--- src/rtl/seg7_digit_driver_if.sv ---
// Seven-segment display bus between the BCD time counters and the digit driver.
//   digit_in    packed BCD, digit i = [4i+3:4i], digit 0 = least significant
//   load        latch digit_in on this edge
//   lz_en       leading-zero blanking enable
//   blink_mask  per-digit blink enable
//   lamp_test   force every segment on
//   hex_out     active-low segments, digit i = [7i+6:7i], bit0 = a .. bit6 = g
//   err         some latched digit is not a BCD value
//   blink_phase 1 while blinking digits are blanked
interface seg7_digit_driver_if #(
  parameter int NUM_DIGITS = 4
);
  logic [4*NUM_DIGITS-1:0] digit_in;
  logic                    load;
  logic                    lz_en;
  logic [NUM_DIGITS-1:0]   blink_mask;
  logic                    lamp_test;
  logic [7*NUM_DIGITS-1:0] hex_out;
  logic                    err;
  logic                    blink_phase;

  modport master (
    output digit_in, load, lz_en, blink_mask, lamp_test,
    input  hex_out, err, blink_phase
  );

  modport slave (
    input  digit_in, load, lz_en, blink_mask, lamp_test,
    output hex_out, err, blink_phase
  );
endinterface

--- src/rtl/seg7_digit_driver.sv ---
// N-digit seven-segment driver for the time display path.
// Latches a packed BCD word on load, then every cycle registers the active-low
// segment pattern for each digit with lamp test, blink, leading-zero blanking
// and a dash for non-BCD digits. err flags any latched non-BCD digit.
// Ports:
//   clk  system clock, rising edge
//   rst  synchronous reset, active-high
//   bus  display bus (slave side): digit_in/load/lz_en/blink_mask/lamp_test in,
//        hex_out/err/blink_phase out
module seg7_digit_driver #(
  parameter int NUM_DIGITS    = 4,
  parameter int BLINK_DIV     = 25_000_000,
  parameter int LZ_MIN_DIGITS = 1
) (
  input  logic                clk,
  input  logic                rst,
  seg7_digit_driver_if.slave  bus
);

  localparam int          CNT_W   = (BLINK_DIV > 2) ? $clog2(BLINK_DIV) : 1;
  localparam logic [CNT_W-1:0] CNT_LAST = CNT_W'(BLINK_DIV - 1);
  localparam logic [6:0]  SEG_BLANK = 7'b1111111;
  localparam logic [6:0]  SEG_ALL   = 7'b0000000;

  // Stage 1: latched digits
  logic [4*NUM_DIGITS-1:0] digit_q, digit_d;
  logic                    valid_q, valid_d;

  // Blink timebase
  logic [CNT_W-1:0]        cnt_q, cnt_d;
  logic                    phase_q, phase_d;

  // Stage 2: registered display
  logic [7*NUM_DIGITS-1:0] hex_q, hex_d;
  logic                    err_q, err_d;

  // Decode scratch
  logic [3:0]              nib;
  logic [6:0]              seg;
  logic                    zero_above;
  logic                    lz_blank;
  logic                    any_bad;

  function automatic logic [6:0] seg_decode(input logic [3:0] bcd);
    logic [6:0] s;
    case (bcd)
      4'd0:    s = 7'b1000000;
      4'd1:    s = 7'b1111001;
      4'd2:    s = 7'b0100100;
      4'd3:    s = 7'b0110000;
      4'd4:    s = 7'b0011001;
      4'd5:    s = 7'b0010010;
      4'd6:    s = 7'b0000010;
      4'd7:    s = 7'b1111000;
      4'd8:    s = 7'b0000000;
      4'd9:    s = 7'b0010000;
      default: s = 7'b0111111;
    endcase
    return s;
  endfunction

  always_comb begin
    digit_d = digit_q;
    valid_d = valid_q;
    if (bus.load) begin
      digit_d = bus.digit_in;
      valid_d = 1'b1;
    end
  end

  always_comb begin
    cnt_d   = cnt_q + 1'b1;
    phase_d = phase_q;
    if (cnt_q == CNT_LAST) begin
      cnt_d   = '0;
      phase_d = ~phase_q;
    end
  end

  // Walk from the MSD down: zero_above stays set only while this digit and
  // every higher one are zero, so the first nonzero (or non-BCD) digit ends
  // the blanking run.
  always_comb begin
    hex_d      = '0;
    nib        = '0;
    seg        = SEG_BLANK;
    zero_above = 1'b1;
    lz_blank   = 1'b0;
    any_bad    = 1'b0;
    for (int i = NUM_DIGITS - 1; i >= 0; i--) begin
      nib        = digit_q[4*i +: 4];
      zero_above = zero_above & (nib == 4'd0);
      lz_blank   = bus.lz_en & zero_above & (i >= LZ_MIN_DIGITS);
      if (nib > 4'd9) begin
        any_bad = 1'b1;
      end
      if (bus.lamp_test) begin
        seg = SEG_ALL;
      end else if (!valid_q) begin
        seg = SEG_BLANK;
      end else if (phase_q && bus.blink_mask[i]) begin
        seg = SEG_BLANK;
      end else if (lz_blank) begin
        seg = SEG_BLANK;
      end else begin
        seg = seg_decode(nib);
      end
      hex_d[7*i +: 7] = seg;
    end
    err_d = valid_q & any_bad;
  end

  always_ff @(posedge clk) begin
    if (rst) begin
      digit_q <= '0;
      valid_q <= 1'b0;
      cnt_q   <= '0;
      phase_q <= 1'b0;
      hex_q   <= '1;
      err_q   <= 1'b0;
    end else begin
      digit_q <= digit_d;
      valid_q <= valid_d;
      cnt_q   <= cnt_d;
      phase_q <= phase_d;
      hex_q   <= hex_d;
      err_q   <= err_d;
    end
  end

  assign bus.hex_out     = hex_q;
  assign bus.err         = err_q;
  assign bus.blink_phase = phase_q;

endmodule
--- src/flat_wrapper.sv ---
// flat-port wrapper written by rule: the top's interface ports become plain ports
module seg7_digit_driver_flat 
#(
  parameter int NUM_DIGITS    = 4,
  parameter int BLINK_DIV     = 25_000_000,
  parameter int LZ_MIN_DIGITS = 1
)
  (clk, rst, bus_digit_in, bus_load, bus_lz_en, bus_blink_mask, bus_lamp_test, bus_hex_out, bus_err, bus_blink_phase);
  seg7_digit_driver_if #(.NUM_DIGITS(NUM_DIGITS)) bus_i ();
  input  logic clk;
  input  logic rst;
  input wire logic [$bits(bus_i.digit_in)-1:0] bus_digit_in;
  input wire logic [$bits(bus_i.load)-1:0] bus_load;
  input wire logic [$bits(bus_i.lz_en)-1:0] bus_lz_en;
  input wire logic [$bits(bus_i.blink_mask)-1:0] bus_blink_mask;
  input wire logic [$bits(bus_i.lamp_test)-1:0] bus_lamp_test;
  output wire logic [$bits(bus_i.hex_out)-1:0] bus_hex_out;
  output wire logic [$bits(bus_i.err)-1:0] bus_err;
  output wire logic [$bits(bus_i.blink_phase)-1:0] bus_blink_phase;
  assign bus_i.digit_in = bus_digit_in;
  assign bus_i.load = bus_load;
  assign bus_i.lz_en = bus_lz_en;
  assign bus_i.blink_mask = bus_blink_mask;
  assign bus_i.lamp_test = bus_lamp_test;
  assign bus_hex_out = bus_i.hex_out;
  assign bus_err = bus_i.err;
  assign bus_blink_phase = bus_i.blink_phase;
  seg7_digit_driver #(.NUM_DIGITS(NUM_DIGITS), .BLINK_DIV(BLINK_DIV), .LZ_MIN_DIGITS(LZ_MIN_DIGITS)) u_core (.clk(clk), .rst(rst), .bus(bus_i));
endmodule
--- config.mk ---
export PLATFORM = sky130hd
export DESIGN_NAME = seg7_digit_driver_flat
export DESIGN_NICKNAME = d
export VERILOG_FILES = /design/src/rtl/seg7_digit_driver_if.sv /design/src/rtl/seg7_digit_driver.sv /design/src/flat_wrapper.sv
export SDC_FILE = /design/constraint.sdc
export NUM_CORES = 1
export LEC_CHECK = 0
export ABC_AREA = 1
export BUFFER_PORTS_ARGS = -buffer_cell sky130_fd_sc_hd__buf_2
export CAP_MARGIN = 20
export CORE_ASPECT_RATIO = 1.2
export CORE_MARGIN = 2
export CORE_UTILIZATION = 35
export CTS_CLUSTER_DIAMETER = 200
export DETAILED_ROUTE_END_ITERATION = 16
export GPL_TIMING_DRIVEN = 0
export MAX_ROUTING_LAYER = met4
export PLACE_DENSITY_LB_ADDON = 0.1
export SLEW_MARGIN = 20
export SYNTH_ARGS = -nofsm -noshare
export SYNTH_HDL_FRONTEND = slang
export SYNTH_SLANG_ARGS = --single-unit
--- constraint.sdc ---
create_clock -name clk -period 2.2 [get_ports clk]
set_clock_uncertainty 0.2 [all_clocks]
set_input_delay 0.22 -clock clk [delete_from_list [all_inputs] [get_ports clk]]
set_output_delay 0.22 -clock clk [all_outputs]
set_load 0.005 [all_outputs]
==> results of run 1 <==
[synthesized netlist by cell type]
master / instances / share of area
o21a_1: 1 / 0.0017
nor2_2: 9 / 0.013
o21ai_2: 4 / 0.0079
ha_1: 21 / 0.059
o21ai_4: 4 / 0.015
a41oi_1: 1 / 0.0020
clkinv_1: 1 / 0.00084
or2_0: 2 / 0.0028
nand4_1: 1 / 0.0014
inv_2: 5 / 0.0042
xnor2_1: 4 / 0.0079
nor3_2: 1 / 0.0023
o21bai_1: 2 / 0.0034
xor2_1: 5 / 0.0099
nand3b_1: 2 / 0.0034
nand3_2: 3 / 0.0068
buf_6: 5 / 0.013
dfxtp_1: 100 / 0.45
buf_2: 3 / 0.0034
a21oi_1: 17 / 0.019
inv_1: 45 / 0.038
inv_8: 1 / 0.0025
nor3_4: 2 / 0.0073
nor2_1: 93 / 0.079
o31ai_1: 3 / 0.0051
buf_4: 1 / 0.0017
nand2_1: 144 / 0.12
nand2_2: 7 / 0.0099
or2_2: 6 / 0.0085
nor2_4: 1 / 0.0025
o21ai_0: 39 / 0.044
or2_1: 6 / 0.0085
clkbuf_1: 3 / 0.0025
o21ai_1: 8 / 0.0090
nor3b_1: 2 / 0.0034
nand3_1: 25 / 0.028
nor3_1: 1 / 0.0011
[through the flow]
stage	total power, mW	setup WS (ns)	std cells	hold WS [ns]	util
6_report	4.11	0.406	812	0.0166	0.420
5_1_grt	4.33	0.246	812	0.0287	0.420
4_1_cts	4.17	0.379	812	0.00274	0.420
3_5_place_dp	2.48	0.169	794	0.241	0.392
3_3_place_gp	2.48	0.208	794	0.240	0.392
2_1_floorplan	2.33	0.370	578	0.181	-
[power by group]
| part | internal (mW) | switching [mW] |
|---|---|---|
| registers | 1.95 | 0.0434 |
| clock network | 0.992 | 0.681 |
| logic | 0.180 | 0.271 |
| total | 3.12 | 0.995 |
[final cells by class]
class | count | area share
Buffer | 12 | 0.0172
Clock buffer | 9 | 0.0429
Clock inverter | 6 | 0.0169
Inverter | 52 | 0.0386
Multi-Input combinational cell | 414 | 0.408
Sequential cell | 100 | 0.381
Tap cell | 164 | 0.0391
Timing Repair Buffer | 55 | 0.0553
[layer usage]
layer	track usage	routed length (um)	part of all wire	up-vias
li1	-	-	-	1950
met1	0.189	4480	0.46	1640
met2	0.273	4930	0.50	55
met3	0.0291	306	0.031	9
met4	0.0550	111	0.011	0
met5	-	0	0	-
[final timing paths]
kind | end | slack, ns | cells after the start | from
max | u_core.cnt_q[16]$_SDFF_PP0_ | 0.41 | 9 | u_core.cnt_q[0]$_SDFF_PP0_
min | u_core.digit_q[9]$_SDFFE_PP0P_ | 0.02 | 4 | bus_digit_in[9]
max reg2reg | u_core.cnt_q[16]$_SDFF_PP0_ | 0.41 | 9 | u_core.cnt_q[0]$_SDFF_PP0_
min reg2reg | u_core.bus.hex_out[0]$_SDFF_PP1_ | 0.26 | 2 | flop
[critical path: cells and delay by family, from the launching register on]
family                     cells  cell delay [ns]
adders and majority gates      1             0.22
buffers and inverters          2             0.25
DFF                            1             0.37
and+or+nand+nor                6             0.63
[timing repair]
action,in CTS,in global routing
hold buffers,3,0
gates resized for setup,0,0
hold endpoints to repair,3,0
[layout by cell type, fill, tap and decap left out, types with 17 or more instances in the layout]
master   Yosys  final
a21oi_1     17     17
nor2_1      93     93
dfxtp_1    100    100
nand2_1    144    144
buf_2        3     55
o21ai_0     39     39
inv_1       45     45
nand3_1     25     25
ha_1        21     21
[logic make-up after synthesis]
family,synth area share
simple gates,0.299
flops,0.451
xor+xnor,0.0178
buf+inv,0.0660
compound gates,0.107
fa+ha+maj,0.0592
==> impl_metrics.toml, run 1 <==
[sta]
max_freq_mhz = 558
fin_crit_sh = 0.815
final_hold_viol_count = 0
max_slew_margin = 0.712
grt_setup_unrepaired = "no"
period_minus_slack_ns = 1.79
tns_ns = 0
worstMarginPinSlew_ns = 0.432
drv_slew = 0
setup_viol = 0

[setup_path]
path_class = "reg -> reg"
startpoint_type = "flop"
slowest_stage = "dfxtp_1"
critPathMaxFanout = 10
end_kind = "flop"
max_stage_delay_ns = 0.37
required_ns = 2.24
crit_path_cell_trace = "ha_1, nand3_2, inv_1, nand2_1, nor2_2, nand2_1, nand2_2, buf_6, nor2_1"
cp.arrival_ns = 1.83
path_common_cell = "nand2_1"

[synth]
syn_area_um2 = 4440
syn_inst = 578
syn_area_per_cell_um2 = 7.68
yosysUniqueCellTypes = 37
synth_nets = 624
synth_seq_cells = 100
yosysSeqAreaShare = 0.451
synth_warnings = 0

[route]
vias_per_cell = 4.50
wl_per_cell_um = 12.1
drt_iter0_drc = 130
dr_total_vias = 3654
routed_wl_mm = 9.83
ant_nets = 0
remaining_drc_errors = 0
drt-pass1-iter-count = 5

[clock_tree]
post-cts-setup-buffers = 0
clock_sinks = 100
cts_tree = "built"
cts.htree.levels = 3
clock_latency_ns = 0.34
clk_pin_slew_ns = 0.07
cts-root-buf = "clkbuf_16"
cts_buffer_depth = 2
cts_buffers = 9

[global_route]
grt_overflow_total = 0
grt_pass1_vias = 3438
grt_antenna_before_repair = 0
grt_max_degree = 17
grt.total_usage = 0.160
grt_pass1_wl_mm = 16.6

[finish]
multi_input_area_um2 = 2140
fin_area_um2 = 5250
drive_above_1_share = 0.184
layout.nets = 690
num_antenna_cells = 0
syn2layout_area_growth_pct = 18.2
nFillCells = 1363
regArea_um2 = 2000

[power_and_ir_drop]
vdd_drop_max_v = 0.000311
p_leak_nw = 2.27
p_per_area_nw_per_um2 = 784

[outcome]
status = "finished clean"

[floorplanning]
fp.dieH_um = 127
rows = 45
die_w_um = 107
initial_core_util = 0.355
core_area_um2 = 12500
ios = 55
die_area_um2 = 13600

[placed_design]
placed_area_um2 = 4900
portBuffers = 52
dp_hpwl_mm = 7.55
globalplace.congestion = 0.869

[worst_hold_path]
min_path_type = "in -> reg"

[flow_run]
cap_violations = 0
(Power assumes the default switching activity.)
==> inputs of run 2 (changes only) <==
--- a/config.mk
+++ b/config.mk
@@ -5,7 +5,7 @@
 export SDC_FILE = /design/constraint.sdc
 export NUM_CORES = 1
 export LEC_CHECK = 0
-export ABC_AREA = 1
+export ABC_AREA = 0
 export BUFFER_PORTS_ARGS = -buffer_cell sky130_fd_sc_hd__buf_2
 export CAP_MARGIN = 20
 export CORE_ASPECT_RATIO = 1.2
==> constraint.sdc (replaced) <==
create_clock -name clk -period 1.6 [get_ports clk]
set_clock_uncertainty 0.2 [all_clocks]
set_input_delay 0.16 -clock clk [delete_from_list [all_inputs] [get_ports clk]]
set_output_delay 0.16 -clock clk [all_outputs]
set_load 0.005 [all_outputs]
==> run 2 against run 1 <==
The flow now finishes with violations (setup timing). Register-to-register slack worse by 0.65 ns. Area after synthesis is 5.0% lower. Hold slack better by 0.034 ns. Clock-buffer cell count is 1 higher. Via count is 6.2% lower. Largest power group unchanged.
==> impl_metrics.toml, run 2 <==
[outcome]
status = "finished with violations"
violations = "setup timing"

[route]
dr_total_vias = 3429
top_layer = "met4"
wl_met2_mm = 5.32
wl_per_cell_um = 14.5
routed_wl_mm = 10.2
ant_nets = 0
vias_per_cell = 4.85
dr_wl_met3_um = 300
drt-pass1-iter-count = 4
remaining_drc_errors = 0
drt_iter0_drc = 65
met1_length_mm = 4.45

[finish]
stdcell_count = 707
layout.nets = 591
drive_above_1_share = 0.449
nFillCells = 1107
num_antenna_cells = 0
final_cell_mix = "dfxtp_1 (70), buf_2 (53), nor2_1 (40)"
syn2layout_area_growth_pct = 40.0
final_common_cell = "dfxtp_1"

[setup_path]
path_class = "reg -> reg"
cp.arrival_ns = 1.91
critPathBufInv = 1
timing.rr.start = "u_core.digit_q[10]$_SDFFE_PP0P_"
reg2reg_to = "u_core.bus.hex_out[14]$_SDFF_PP1_"
slowest_stage = "or4_4"
end_kind = "flop"
critPathMaxFanout = 6
cp.depth = 5
startpoint_type = "flop"
reg2reg_depth = 5
crit_start = "u_core.digit_q[10]$_SDFFE_PP0P_"
crit_path_cell_trace = "or4_4, o311ai_4, buf_6, nor2_1, o21ai_0"
worstSetupEndpoint = "u_core.bus.hex_out[14]$_SDFF_PP1_"
r2r_setup_slack_ns = -0.24
required_ns = 1.67
max_stage_delay_ns = 0.57
cp_top_family = "simple AND/OR/NAND/NOR gates"

[floorplanning]
rows = 43
core_area_um2 = 11700
initial_core_util = 0.361
die_area_um2 = 12900
fp.dieH_um = 124
die_w_um = 104
ios = 55

[placed_design]
globalplace.congestion = 0.793
dp_hpwl_mm = 7.01
portBuffers = 52
placedCellCount = 664
pre_cts_slack_ns = -0.554

[clock_tree]
clock_latency_ns = 0.35
cts.htree.levels = 3
cts_tree = "built"
cts_buffers = 9
clock_sinks = 100
cts_buffer_depth = 2
clk_pin_slew_ns = 0.07
cts-root-buf = "clkbuf_16"

[global_route]
grt.total_usage = 0.166
grt_pass1_vias = 3437
grt_antenna_before_repair = 0
grt_max_degree = 17
grt_pass1_wl_mm = 16.7
grt_overflow_total = 0

[synth]
synthFlopType = "dfxtp_1"
syn_area_per_cell_um2 = 9.27
yosysSeqAreaShare = 0.475
synth_most_common_cell = "dfxtp_1"
async_reset_ff_frac = 0
synthTopCellsByArea = "dfxtp_1 (47%), ha_1 (6.2%), nor2_1 (6.1%)"
synth_warnings = 0
syn_area_um2 = 4220
ys_top_cells_by_count = "dfxtp_1 (100), nor2_1 (68), o21ai_0 (45)"
synth_edf_count = 0
syn_inst = 455
synth_nets = 501
synth_top_area_share = 0.475
yosysUniqueCellTypes = 46
synth_seq_cells = 100
synth_top_cell_by_area = "dfxtp_1"

[power_and_ir_drop]
p_per_area_nw_per_um2 = 1010
clkPwrFrac = 0.415
vdd_drop_max_v = 0.000453
p_int_mw = 4.56
switchingPower_mw = 1.43
pwr-share-seq = 0.457
swShare = 0.239
p_leak_nw = 2.39
power_mw = 5.99
p_comb_frac = 0.128

[sta]
fin_crit_sh = 1.15
final_hold_viol_count = 0
grt_setup_unrepaired = "yes"
setup_viol = 47
worstMarginPinSlew_ns = 0.572
drv_slew = 0
period_minus_slack_ns = 1.84
whs_ns = 0.0508
setup_slack_ns = -0.244
max_slew_margin = 0.619
max_freq_mhz = 542

[flow_run]
cap_violations = 0

[worst_hold_path]
min_path_type = "in -> reg"
run 2: cell count changes after synthesis, sizes merged, moves of 9 or more:
| cell | before | now |
|---|---|---|
| inv | 51 | 24 |
| clkbuf | 3 | 12 |
| nor2 | 103 | 68 |
| nand3 | 28 | 12 |
| nand2 | 151 | 14 |
| mux2i | 0 | 24 |
run 2: worst min-delay path by stage:
stage               cells after the start                        endpoint                  startpoint  slack [ns]
floorplan                               2  u_core.digit_q[5]$_SDFFE_PP0P_             bus_digit_in[5]        0.14
global placement                        1      u_core.cnt_q[0]$_SDFF_PP0_  u_core.cnt_q[0]$_SDFF_PP0_        0.25
detailed placement                      1      u_core.cnt_q[0]$_SDFF_PP0_  u_core.cnt_q[0]$_SDFF_PP0_        0.25
CTS                                     4  u_core.digit_q[1]$_SDFFE_PP0P_             bus_digit_in[1]        0.03
global route                            4  u_core.digit_q[1]$_SDFFE_PP0P_             bus_digit_in[1]        0.05
finish                                  4  u_core.digit_q[1]$_SDFFE_PP0P_             bus_digit_in[1]        0.05
run 2: cell families after synthesis:
kind of cell | synth area share
AOI/OAI and AO/OA | 0.137
xor gates and xnor gates | 0.0291
adders and majority gates | 0.0623
buffers and inverters | 0.0507
DFF | 0.475
muxes | 0.0596
and+or+nand+nor | 0.186
run 2: tightest hold or removal path, cell delays in order:
cell,delay [ns]
buf_2,0.12
mux2i_4,0.08
buf_4,0.13
nor2_1,0.07
run 2: stage by stage:
step / utilization / instance area (um^2) / TNS [ns]
5_1_grt: 0.506 / 5900 / -11.04
6_report: 0.506 / 5900 / -8.10
3_5_place_dp: 0.418 / 4880 / -31.82
3_3_place_gp: 0.418 / 4880 / -28.94
2_1_floorplan: - / 4420 / -4.53
4_1_cts: 0.486 / 5670 / -9.22
run 2: per-layer routing:
layer / track usage / up-vias
met3: 0.0314 / 13
met4: 0.0644 / 0
li1: - / 1751
met5: - / -
met2: 0.288 / 42
met1: 0.189 / 1623
run 2: layout make-up:
type                    count  area (um^2)  share of cell area
clock buffers              10          229              0.0388
inverters                  24          100              0.0170
well taps                 157          196              0.0333
repair buffers             87          582              0.0986
clock inverters             6          111              0.0189
flip-flops and latches    100         2050               0.348
plain buffers              16          134              0.0227
multi-input cells         307         2500               0.423
run 2: power by group through the flow:
stage	Sequential (mW)	Clock (mW)	Combinational (mW)
after floorplan	2.78	0	0.414
after global placement	2.78	0	0.603
after detailed placement	2.78	0	0.608
after CTS	2.73	2.54	0.700
after global routing	2.75	2.66	0.849
final	2.74	2.48	0.765
run 2: what timing repair did:
action                                  CTS  global route
hold buffers                              3             0
endpoints found under the setup margin   64            71
gates resized for setup                  70            67
cloned                                    3             0
pin swaps                                25            27
buffers inserted                         22             8
hold endpoints to repair                  3             0
==> inputs of run 3 (changes only) <==
--- a/config.mk
+++ b/config.mk
@@ -16,6 +16,7 @@
 export GPL_TIMING_DRIVEN = 0
 export MAX_ROUTING_LAYER = met4
 export PLACE_DENSITY_LB_ADDON = 0.1
+export SETUP_SLACK_MARGIN = 0.3
 export SLEW_MARGIN = 20
 export SYNTH_ARGS = -nofsm -noshare
 export SYNTH_HDL_FRONTEND = slang
==> run 3 against run 2 <==
The flow finishes with violations (hold timing, setup timing). Cell area increased by 13%. Non-clock buffer count up 41. Worst setup slack worse by 0.016 ns. Critical path depth unchanged. Hold slack lost 0.16 ns. Sequential cell count did not move. Global-route usage increased by 1.1 points. Register-to-register slack got worse by 0.02 ns. First-iteration DRC count up 17%. Utilization grew 6.4 points. Routed wire length rose by 8.3%. Clock power is 5% lower. Critical endpoint is now u_core.bus.hex_out[11]$_SDFF_PP1_.
==> impl_metrics.toml, run 3 (synthesis results as in run 2) <==
[clock_tree]
cts_tree = "built"
cts_buffers = 9
clock_latency_ns = 0.35
clock_sinks = 100
cts-root-buf = "clkbuf_16"
cts_buffer_depth = 2
clk_pin_slew_ns = 0.07
cts.htree.levels = 3

[sta]
max_freq_mhz = 537
worstMarginPinSlew_ns = 0.531
whs_ns = -0.107
tns_ns = -7.31
setup_slack_ns = -0.261
fin_crit_sh = 1.16
setup_viol = 48
grt_setup_unrepaired = "yes"
max_slew_margin = 0.646
drv_slew = 0
period_minus_slack_ns = 1.86
final_hold_viol_count = 3

[finish]
multi_input_area_um2 = 2800
regArea_um2 = 2060
syn2layout_area_growth_pct = 57.7
drive_above_1_share = 0.574
layout.nets = 633
stdcell_count = 749
final_cell_mix = "dfxtp_1 (66), buf_2 (53), buf_4 (41)"
num_antenna_cells = 0
final_common_cell = "dfxtp_1"
nFillCells = 1040

[placed_design]
pre_cts_slack_ns = -0.579
portBuffers = 52
globalplace.congestion = 0.793
dp_hpwl_mm = 7.04
placedCellCount = 664

[global_route]
grt_max_degree = 17
grt_overflow_total = 0
grt_antenna_before_repair = 0
grt_pass1_wl_mm = 17.8
grt_pass1_vias = 3752
grt.total_usage = 0.177

[setup_path]
critPathMaxFanout = 7
end_kind = "flop"
path_class = "reg -> reg"
slowest_stage = "or4_4"
cp_top_family = "simple AND/OR/NAND/NOR gates"
critPathBufInv = 1
timing.rr.start = "u_core.digit_q[6]$_SDFFE_PP0P_"
required_ns = 1.67
r2r_setup_slack_ns = -0.26
crit_path_cell_trace = "or4_4, o41ai_4, buf_6, nor2_2, o21ai_1"
cp.arrival_ns = 1.94
max_stage_delay_ns = 0.55
reg2reg_depth = 5
reg2reg_to = "u_core.bus.hex_out[11]$_SDFF_PP1_"
startpoint_type = "flop"

[power_and_ir_drop]
p_leak_nw = 2.64
vdd_drop_max_v = 0.000442
clkPwrFrac = 0.387
p_int_mw = 4.56
pwr-share-seq = 0.451
p_comb_frac = 0.162
swShare = 0.248
switchingPower_mw = 1.50
p_per_area_nw_per_um2 = 912

[route]
ant_nets = 0
remaining_drc_errors = 0
vias_per_cell = 4.89
dr_total_vias = 3662
drt-pass1-iter-count = 4
drt_iter0_drc = 76
wl_per_cell_um = 14.8
routed_wl_mm = 11.1

[outcome]
violations = "hold timing, setup timing"
status = "finished with violations"

[floorplanning]
rows = 43
die_w_um = 104
initial_core_util = 0.361
ios = 55
core_area_um2 = 11700
die_area_um2 = 12900
fp.dieH_um = 124

[worst_hold_path]
min_delay_path_depth = 3
min_path_type = "in -> reg"
hp-start = "bus_digit_in[13]"
hold_end = "u_core.digit_q[13]$_SDFFE_PP0P_"

[flow_run]
cap_violations = 0
==> run 3: cell count changes in the layout (fill, tap and decap cells not counted), moves of 4 or more <==
cell / before / now
buf_6: 7 / 28
buf_4: 22 / 41
ha_4: 7 / 20
ha_1: 13 / 1
o21ai_0: 26 / 16
o21ai_2: 7 / 15
inv_1: 14 / 8
inv_8: 0 / 5
nor2_1: 40 / 35
clkbuf_1: 7 / 3
clkbuf_8: 0 / 4
dfxtp_1: 70 / 66
==> run 3: power by group through the flow <==
| stage | Sequential, mW | Clock (mW) | Combinational, mW |
|---|---|---|---|
| after floorplan | 2.78 | 0 | 0.452 |
| after global placement | 2.78 | 0 | 0.645 |
| after detailed placement | 2.78 | 0 | 0.651 |
| final | 2.73 | 2.35 | 0.981 |
| after global routing | 2.75 | 2.49 | 1.07 |
| after CTS | 2.73 | 2.40 | 0.875 |
==> run 3: worst min-delay path, stage by stage <==
cell,delay (ns)
buf_2,0.10
mux2i_4,0.07
nor2_1,0.08
==> run 3: layer usage <==
layer,up-vias,global-route usage,wire length (um),part of all wire
li1,1847,-,-,-
met5,-,-,0,0
met3,22,0.0257,261,0.024
met1,1733,0.187,4510,0.41
met2,60,0.320,5990,0.54
met4,0,0.0914,322,0.029
==> run 3: how the worst max path moves through the flow <==
stage	startpoint	endpoint	cells after the start
3_3_place_gp	rst	flop	6
3_5_place_dp	rst	flop	6
2_1_floorplan	u_core.digit_q[4]$_SDFFE_PP0P_	u_core.bus.hex_out[7]$_SDFF_PP1_	4
6_report	u_core.digit_q[6]$_SDFFE_PP0P_	u_core.bus.hex_out[11]$_SDFF_PP1_	5
4_1_cts	u_core.digit_q[14]$_SDFFE_PP0P_	u_core.bus.hex_out[13]$_SDFF_PP1_	5
5_1_grt	u_core.digit_q[6]$_SDFFE_PP0P_	u_core.bus.hex_out[13]$_SDFF_PP1_	5
==> run 3: cell type report <==
cell class / instances / area share
clock inverter: 6 / 0.0130
multi-input combinational: 308 / 0.421
clock buffer: 10 / 0.0359
timing repair buffer: 120 / 0.131
tap: 157 / 0.0295
inverter: 24 / 0.0224
sequential: 100 / 0.310
buffer: 24 / 0.0371
==> run 3: what timing repair did <==
| item | CTS | global route |
|---|---|---|
| pin swaps | 51 | 32 |
| gates resized for setup | 157 | 71 |
| setup buffers | 48 | 17 |
| cloned | 4 | 0 |
| hold endpoints to repair | 3 | 3 |
| endpoints found under the setup margin | 96 | 84 |
==> run 3: stage by stage <==
step | hold slack, ns | instance area, um^2 | power, mW | utilization
after floorplan | 0.124 | 4590 | 3.23 | -
after global placement | 0.241 | 5040 | 3.43 | 0.432
after detailed placement | 0.250 | 5040 | 3.43 | 0.432
after CTS | -0.111 | 6290 | 6.00 | 0.538
after global routing | -0.0957 | 6650 | 6.31 | 0.570
final | -0.107 | 6650 | 6.06 | 0.570
